`src/rtl/led_indicator_pkg.sv`:
```
// Shared types and helpers for the multi-channel LED indicator.
package led_indicator_pkg;

   localparam int unsigned LED_MODE_W = 3;

   typedef enum logic [LED_MODE_W-1:0] {
      MODE_OFF        = 3'd0,
      MODE_ON         = 3'd1,
      MODE_BLINK_SLOW = 3'd2,
      MODE_BLINK_FAST = 3'd3,
      MODE_STRETCH    = 3'd4
   } led_mode_t;

   // Counter width able to hold 0..n-1, never narrower than one bit.
   function automatic int unsigned cnt_w(input int unsigned n);
      return (n > 1) ? $clog2(n) : 1;
   endfunction

endpackage

```
`src/rtl/led_stretch.sv`:
```
// Single-channel pulse stretcher: holds `active` for STRETCH_MS ticks after a load.
module led_stretch
   import led_indicator_pkg::*;
#(
   parameter int unsigned STRETCH_MS = 50
) (
   input  logic clk250,
   input  logic nrst,
   input  logic tick,
   input  logic load,
   input  logic clr,
   output logic active
);

   localparam int unsigned CNT_W = $clog2(STRETCH_MS + 1);

   logic [CNT_W-1:0] cnt;
   logic [CNT_W-1:0] cnt_nxt;

   // A load wins over a same-cycle clear so a mode write plus event stays lit.
   always_comb begin
      cnt_nxt = cnt;
      if (load) begin
         cnt_nxt = CNT_W'(STRETCH_MS);
      end else if (clr) begin
         cnt_nxt = '0;
      end else if (tick && (cnt != '0)) begin
         cnt_nxt = cnt - CNT_W'(1);
      end
   end

   always_ff @(posedge clk250) begin
      if (!nrst) begin
         cnt    <= '0;
         active <= 1'b0;
      end else begin
         cnt    <= cnt_nxt;
         active <= (cnt_nxt != '0);
      end
   end

endmodule

```
`src/rtl/led_indicator.sv`:
```
// Multi-channel LED driver: per-channel display mode, shared blink phases,
// event pulse stretching and a registered pin drive.
module led_indicator
   import led_indicator_pkg::*;
#(
   parameter int unsigned N_LEDS     = 6,
   parameter int unsigned TICK_DIV   = 250000,
   parameter int unsigned SLOW_MS    = 500,
   parameter int unsigned FAST_MS    = 100,
   parameter int unsigned STRETCH_MS = 50,
   parameter bit          ACTIVE_LOW = 1'b1
) (
   input  logic                        clk250,
   input  logic                        nrst,
   input  logic                        cfg_we,
   input  logic [$clog2(N_LEDS)-1:0]   cfg_idx,
   input  logic [LED_MODE_W-1:0]       cfg_mode,
   input  logic [N_LEDS-1:0]           evt,
   output logic [N_LEDS-1:0]           led
);

   localparam int unsigned IDX_W   = $clog2(N_LEDS);
   localparam int unsigned PRESC_W = cnt_w(TICK_DIV);
   localparam int unsigned SLOW_W  = cnt_w(SLOW_MS);
   localparam int unsigned FAST_W  = cnt_w(FAST_MS);

   logic [PRESC_W-1:0] presc;
   logic               tick_c;
   logic [SLOW_W-1:0]  slow_cnt;
   logic [FAST_W-1:0]  fast_cnt;
   logic               slow_ph;
   logic               fast_ph;
   logic [N_LEDS-1:0]  stretch_act;
   logic [N_LEDS-1:0]  lit_c;

   assign tick_c = (presc == PRESC_W'(TICK_DIV - 1));

   // Millisecond prescaler.
   always_ff @(posedge clk250) begin
      if (!nrst) begin
         presc <= '0;
      end else if (tick_c) begin
         presc <= '0;
      end else begin
         presc <= presc + PRESC_W'(1);
      end
   end

   // Shared blink phases, so every channel in the same blink mode is in step.
   always_ff @(posedge clk250) begin
      if (!nrst) begin
         slow_cnt <= '0;
         fast_cnt <= '0;
         slow_ph  <= 1'b0;
         fast_ph  <= 1'b0;
      end else if (tick_c) begin
         if (slow_cnt == SLOW_W'(SLOW_MS - 1)) begin
            slow_cnt <= '0;
            slow_ph  <= ~slow_ph;
         end else begin
            slow_cnt <= slow_cnt + SLOW_W'(1);
         end
         if (fast_cnt == FAST_W'(FAST_MS - 1)) begin
            fast_cnt <= '0;
            fast_ph  <= ~fast_ph;
         end else begin
            fast_cnt <= fast_cnt + FAST_W'(1);
         end
      end
   end

   for (genvar i = 0; i < int'(N_LEDS); i++) begin : g_ch
      logic [LED_MODE_W-1:0] mode_q;
      logic                  wr_hit_c;
      logic                  stretch_mode_c;
      logic                  load_c;

      // Out-of-range indices never match any channel, so such writes drop.
      assign wr_hit_c       = cfg_we && (cfg_idx == IDX_W'(i));
      assign stretch_mode_c = wr_hit_c ? (cfg_mode == MODE_STRETCH)
                                       : (mode_q == MODE_STRETCH);
      assign load_c         = evt[i] && stretch_mode_c;

      always_ff @(posedge clk250) begin
         if (!nrst) begin
            mode_q <= MODE_OFF;
         end else if (wr_hit_c) begin
            mode_q <= cfg_mode;
         end
      end

      led_stretch #(
         .STRETCH_MS (STRETCH_MS)
      ) u_stretch (
         .clk250 (clk250),
         .nrst   (nrst),
         .tick   (tick_c),
         .load   (load_c),
         .clr    (wr_hit_c),
         .active (stretch_act[i])
      );

      // Reserved codes fall through every term and display as OFF.
      assign lit_c[i] = (mode_q == MODE_ON)
                      | ((mode_q == MODE_BLINK_SLOW) & slow_ph)
                      | ((mode_q == MODE_BLINK_FAST) & fast_ph)
                      | stretch_act[i];
   end

   always_ff @(posedge clk250) begin
      if (!nrst) begin
         led <= {N_LEDS{ACTIVE_LOW}};
      end else begin
         led <= lit_c ^ {N_LEDS{ACTIVE_LOW}};
      end
   end

endmodule

```
`config.mk`:
```
export PLATFORM = sky130hd
export DESIGN_NAME = led_indicator
export DESIGN_NICKNAME = d
export VERILOG_FILES = /design/src/rtl/led_indicator_pkg.sv /design/src/rtl/led_stretch.sv /design/src/rtl/led_indicator.sv
export SDC_FILE = /design/constraint.sdc
export NUM_CORES = 1
export LEC_CHECK = 0
export ABC_AREA = 0
export CORE_MARGIN = 1.5
export CORE_UTILIZATION = 42
export CTS_CLUSTER_DIAMETER = 60
export CTS_CLUSTER_SIZE = 20
export DETAILED_ROUTE_END_ITERATION = 8
export MAX_ROUTING_LAYER = met4
export PLACE_DENSITY = 0.63
export SYNTH_ARGS = -nofsm -noshare
export SYNTH_HDL_FRONTEND = slang
export SYNTH_SLANG_ARGS = --single-unit
```
`constraint.sdc`:
```
create_clock -name clk250 -period 3.7 [get_ports clk250]
set_input_delay 0.37 -clock clk250 [delete_from_list [all_inputs] [get_ports clk250]]
set_output_delay 0.37 -clock clk250 [all_outputs]
set_load 0.005 [all_outputs]
```
==> summary.md <==
| Metric | Value |
|---|---|
| Outcome | complete, no violations |
| Crit share post-route | 65.2% |
| Row count | 41 |
| Die width | 116 um |
| Crit path max-delay cell type | nor4_1 |
| Die Ht | 116 um |
| Post-synth ARST share | 0% |
| Cell area after synthesis | 5380 um^2 |
| Drt drc | 0 |
| Tightest Hold Check Type | register to register |
| Iteration count of the initial detailed-routing pass | 4 |
| CP cell instances | ha_1, and3_1, nand3_4, nor4_1, mux2i_1, nor2_1, o41a_1 |
| Ports | 21 |
| Die area | 13500 um^2 |
| Nature of the critical path startpoint | register |
| Largest fanout on the critical path | 15 |
| Final ANT Viol Nets | 0 |
| # Post-CTS Setup Buffers | 0 |
| CTS H-tree depth | 3 |
| Pre-CTS worst setup slack | 1.12 ns |
| Post-layout util | 48.2% |
| Sequential share of the synthesized area | 38.0% |
| Fin Clk Skew | 0.00844 ns |
| Worst path buffer plus inverter count | 0 |
| Final-layout fill cell count | 1183 |
| WP data arrival | 2.64 ns |
| Yosys warnings | 0 |
| Worst slew pin tran | 0.648 ns |
| Sequential power share | 49.7% |
| Clock-pin slew on the worst setup and hold paths | 0.06 ns |
| Yosys top cell area share | 38.0% |
| Drt total wl | 12000 um |
| Crit path required time | 3.93 ns |
| Final WS setup | 1.29 ns |
| Power, Total | 2.26 mW |
| Vias in the first global route | 4029 |
| Initial antenna violation count | 0 |
| GRT Total Usage | 19.4% |
| Worst VDD drop | 0.235 mV |
| Max Cap Violations | 0 |
| Sink Count | 102 |
| DR WL/cell | 14.7 um |
| Clk buf depth | 2 |
| Initial Util | 42.8% |
| Cell internal pwr | 1.77 mW |
| Total gr overflow | 0 |
| Critical path class | register to register |
| Pwr dens | 373 nW/um^2 |
| Number of port buffers | 20 |
| Setup violators final | 0 |
| Ys flop type | dfxtp_1 |
| CTS Buf Count | 9 |
| Unrepaired setup endpoints after global routing | no |
| EDFF count, synth | 0 |
| Largest net degree at the start of global routing | 37 |
| Slew Limit Fails | 0 |
| Final Net Count | 668 |
| Clk_lat worst skew | 0.35 ns |
| Synth Instances | 622 |
| Area Overhead vs Synth | 12.6% |
| CTS tree | built |
| Final setup TNS | 0 ns |
| Core Box Area | 12600 um^2 |
| Clock Tree Root | clkbuf_16 |
| Resize count post-CTS | 0 |
| Clock share of power | 45.0% |
| Sw power | 0.484 mW |
| Drt first-iter violations | 246 |
| Avg Cell Area, Syn | 8.64 um^2 |
| Unique masters post-synth | 74 |
| Logic gate share of total power | 5.3% |
| Via count | 4329 |
| First-pass GRT wire length | 19700 um |
| CP max stage delay | 0.39 ns |
| Most common cell in the netlist | dfxtp_1 |
| Static Leak | 2.22 nW |
| Crit end category | register |
| Worst path top cell family by delay | simple AND/OR/NAND/NOR gates |
| Register bit count reported by yosys | 102 |
| Layout cells sized above 1 | 8.40% |
| Hold buffer count at CTS | 0 |
| Syn nets | 652 |
| Final Hold Vio Count | 0 |
| Hold wc startpoint | g_ch[5].u_stretch.active |
| Reg-to-reg startpoint | presc[0] |
| CP startpoint | presc[0] |
| # diodes | 0 |
| Synth area leader | dfxtp_1 |
| Sw Share | 21.4% |
| Relative slew margins | 56.2% |
| Vias per Instance | 5.31 |
| Final min period | 2.41 ns |
| Top cells by area, synth | dfxtp_1 (38%), nor2_1 (6.3%), xnor2_1 (4.9%) |
| Top cells by count, synth | dfxtp_1 (102), nor2_1 (90), nand2_1 (56), xnor2_1 (30), a21oi_1 (28) |
| DP HPWL | 8300 um |
| GPL Wtd Cong | 0.853 |
| Max frequency | 415 MHz |
==> cells by family after synthesis <==
group	share of synthesized area, %
compound gates	11.7
xor+xnor	8.47
fa+ha+maj	3.49
buf+inv	4.10
flops	38.0
mux	4.58
simple gates	29.7
==> state kept, by name, summed over array words and instances (netlist names) <==
signal and flops:
fast_ph 1, led 6, g_ch.u_stretch.cnt 36, fast_cnt 7
g_ch.u_stretch.active 6, slow_cnt 9, slow_ph 1, g_ch.mode_q 18
presc 18
==> worst register-to-register path: cells and delay by family, from the launching register on <==
kind                     cells  cell delay (ns)
AND/OR/NAND/NOR              4             1.10
flip-flops                   1             0.37
AO/OA/AOI/OAI                1             0.37
multiplexers                 1             0.28
adder cells (fa/ha/maj)      1             0.19
==> power by group through the flow <==
stage / clock, mW / combinational (mW) / sequential, mW
after floorplan: 0 / 0.0701 / 1.14
after global placement: 0 / 0.116 / 1.15
after detailed placement: 0 / 0.118 / 1.15
after CTS: 1.04 / 0.119 / 1.12
after global routing: 1.09 / 0.132 / 1.12
final: 1.02 / 0.119 / 1.12
==> layout make-up <==
| type | count | area, um^2 | share of cell area, % |
|---|---|---|---|
| clock buffer | 12 | 246 | 4.07 |
| clock inverter | 4 | 70.1 | 1.16 |
| inverter | 25 | 93.8 | 1.55 |
| multi-input combinational | 471 | 3120 | 51.5 |
| sequential | 102 | 2040 | 33.7 |
| tap | 172 | 215 | 3.55 |
| timing repair buffer | 29 | 268 | 4.42 |
==> worst paths after layout <==
path | cells after the start | endpoint | slack (ns)
setup / recovery | 7 | g_ch[2].u_stretch.active | 1.29
setup reg to reg | 7 | g_ch[2].u_stretch.active | 1.29
hold reg to reg | 1 | led[5] | 0.42
hold / removal | 1 | led[5] | 0.42
==> cell usage in the layout (no fill, tap or decap), types with 6 or more instances in the layout <==
cell type,n
nor3b_1,10
nor2b_1,8
and3_1,12
ha_1,15
and2_1,11
buf_4,9
nand3_1,10
o21ai_0,18
nand3b_1,7
o21a_1,9
nor2_1,90
mux2i_1,19
xnor2_1,30
nand2_1,56
nor4b_1,6
inv_1,25
nand4_1,20
dfxtp_1,102
nor3_1,18
xor2_1,22
a21oi_1,28
clkbuf_16,9
clkdlybuf4s50_1,20
==> routing by layer <==
layer | track usage [%] | routed length [um]
met4 | 8.46 | 208
met2 | 30.8 | 5560
met5 | - | 0
met3 | 2.91 | 434
met1 | 24.6 | 5770
==> through the flow <==
step                area, um^2  hold slack (ns)  std cells
floorplan                 5380            0.400        622
global placement          5740            0.413        799
detailed placement        5740            0.411        799
CTS                       6060            0.420        815
global route              6060            0.451        815
finish                    6060            0.419        815
(Power assumes the default switching activity.)
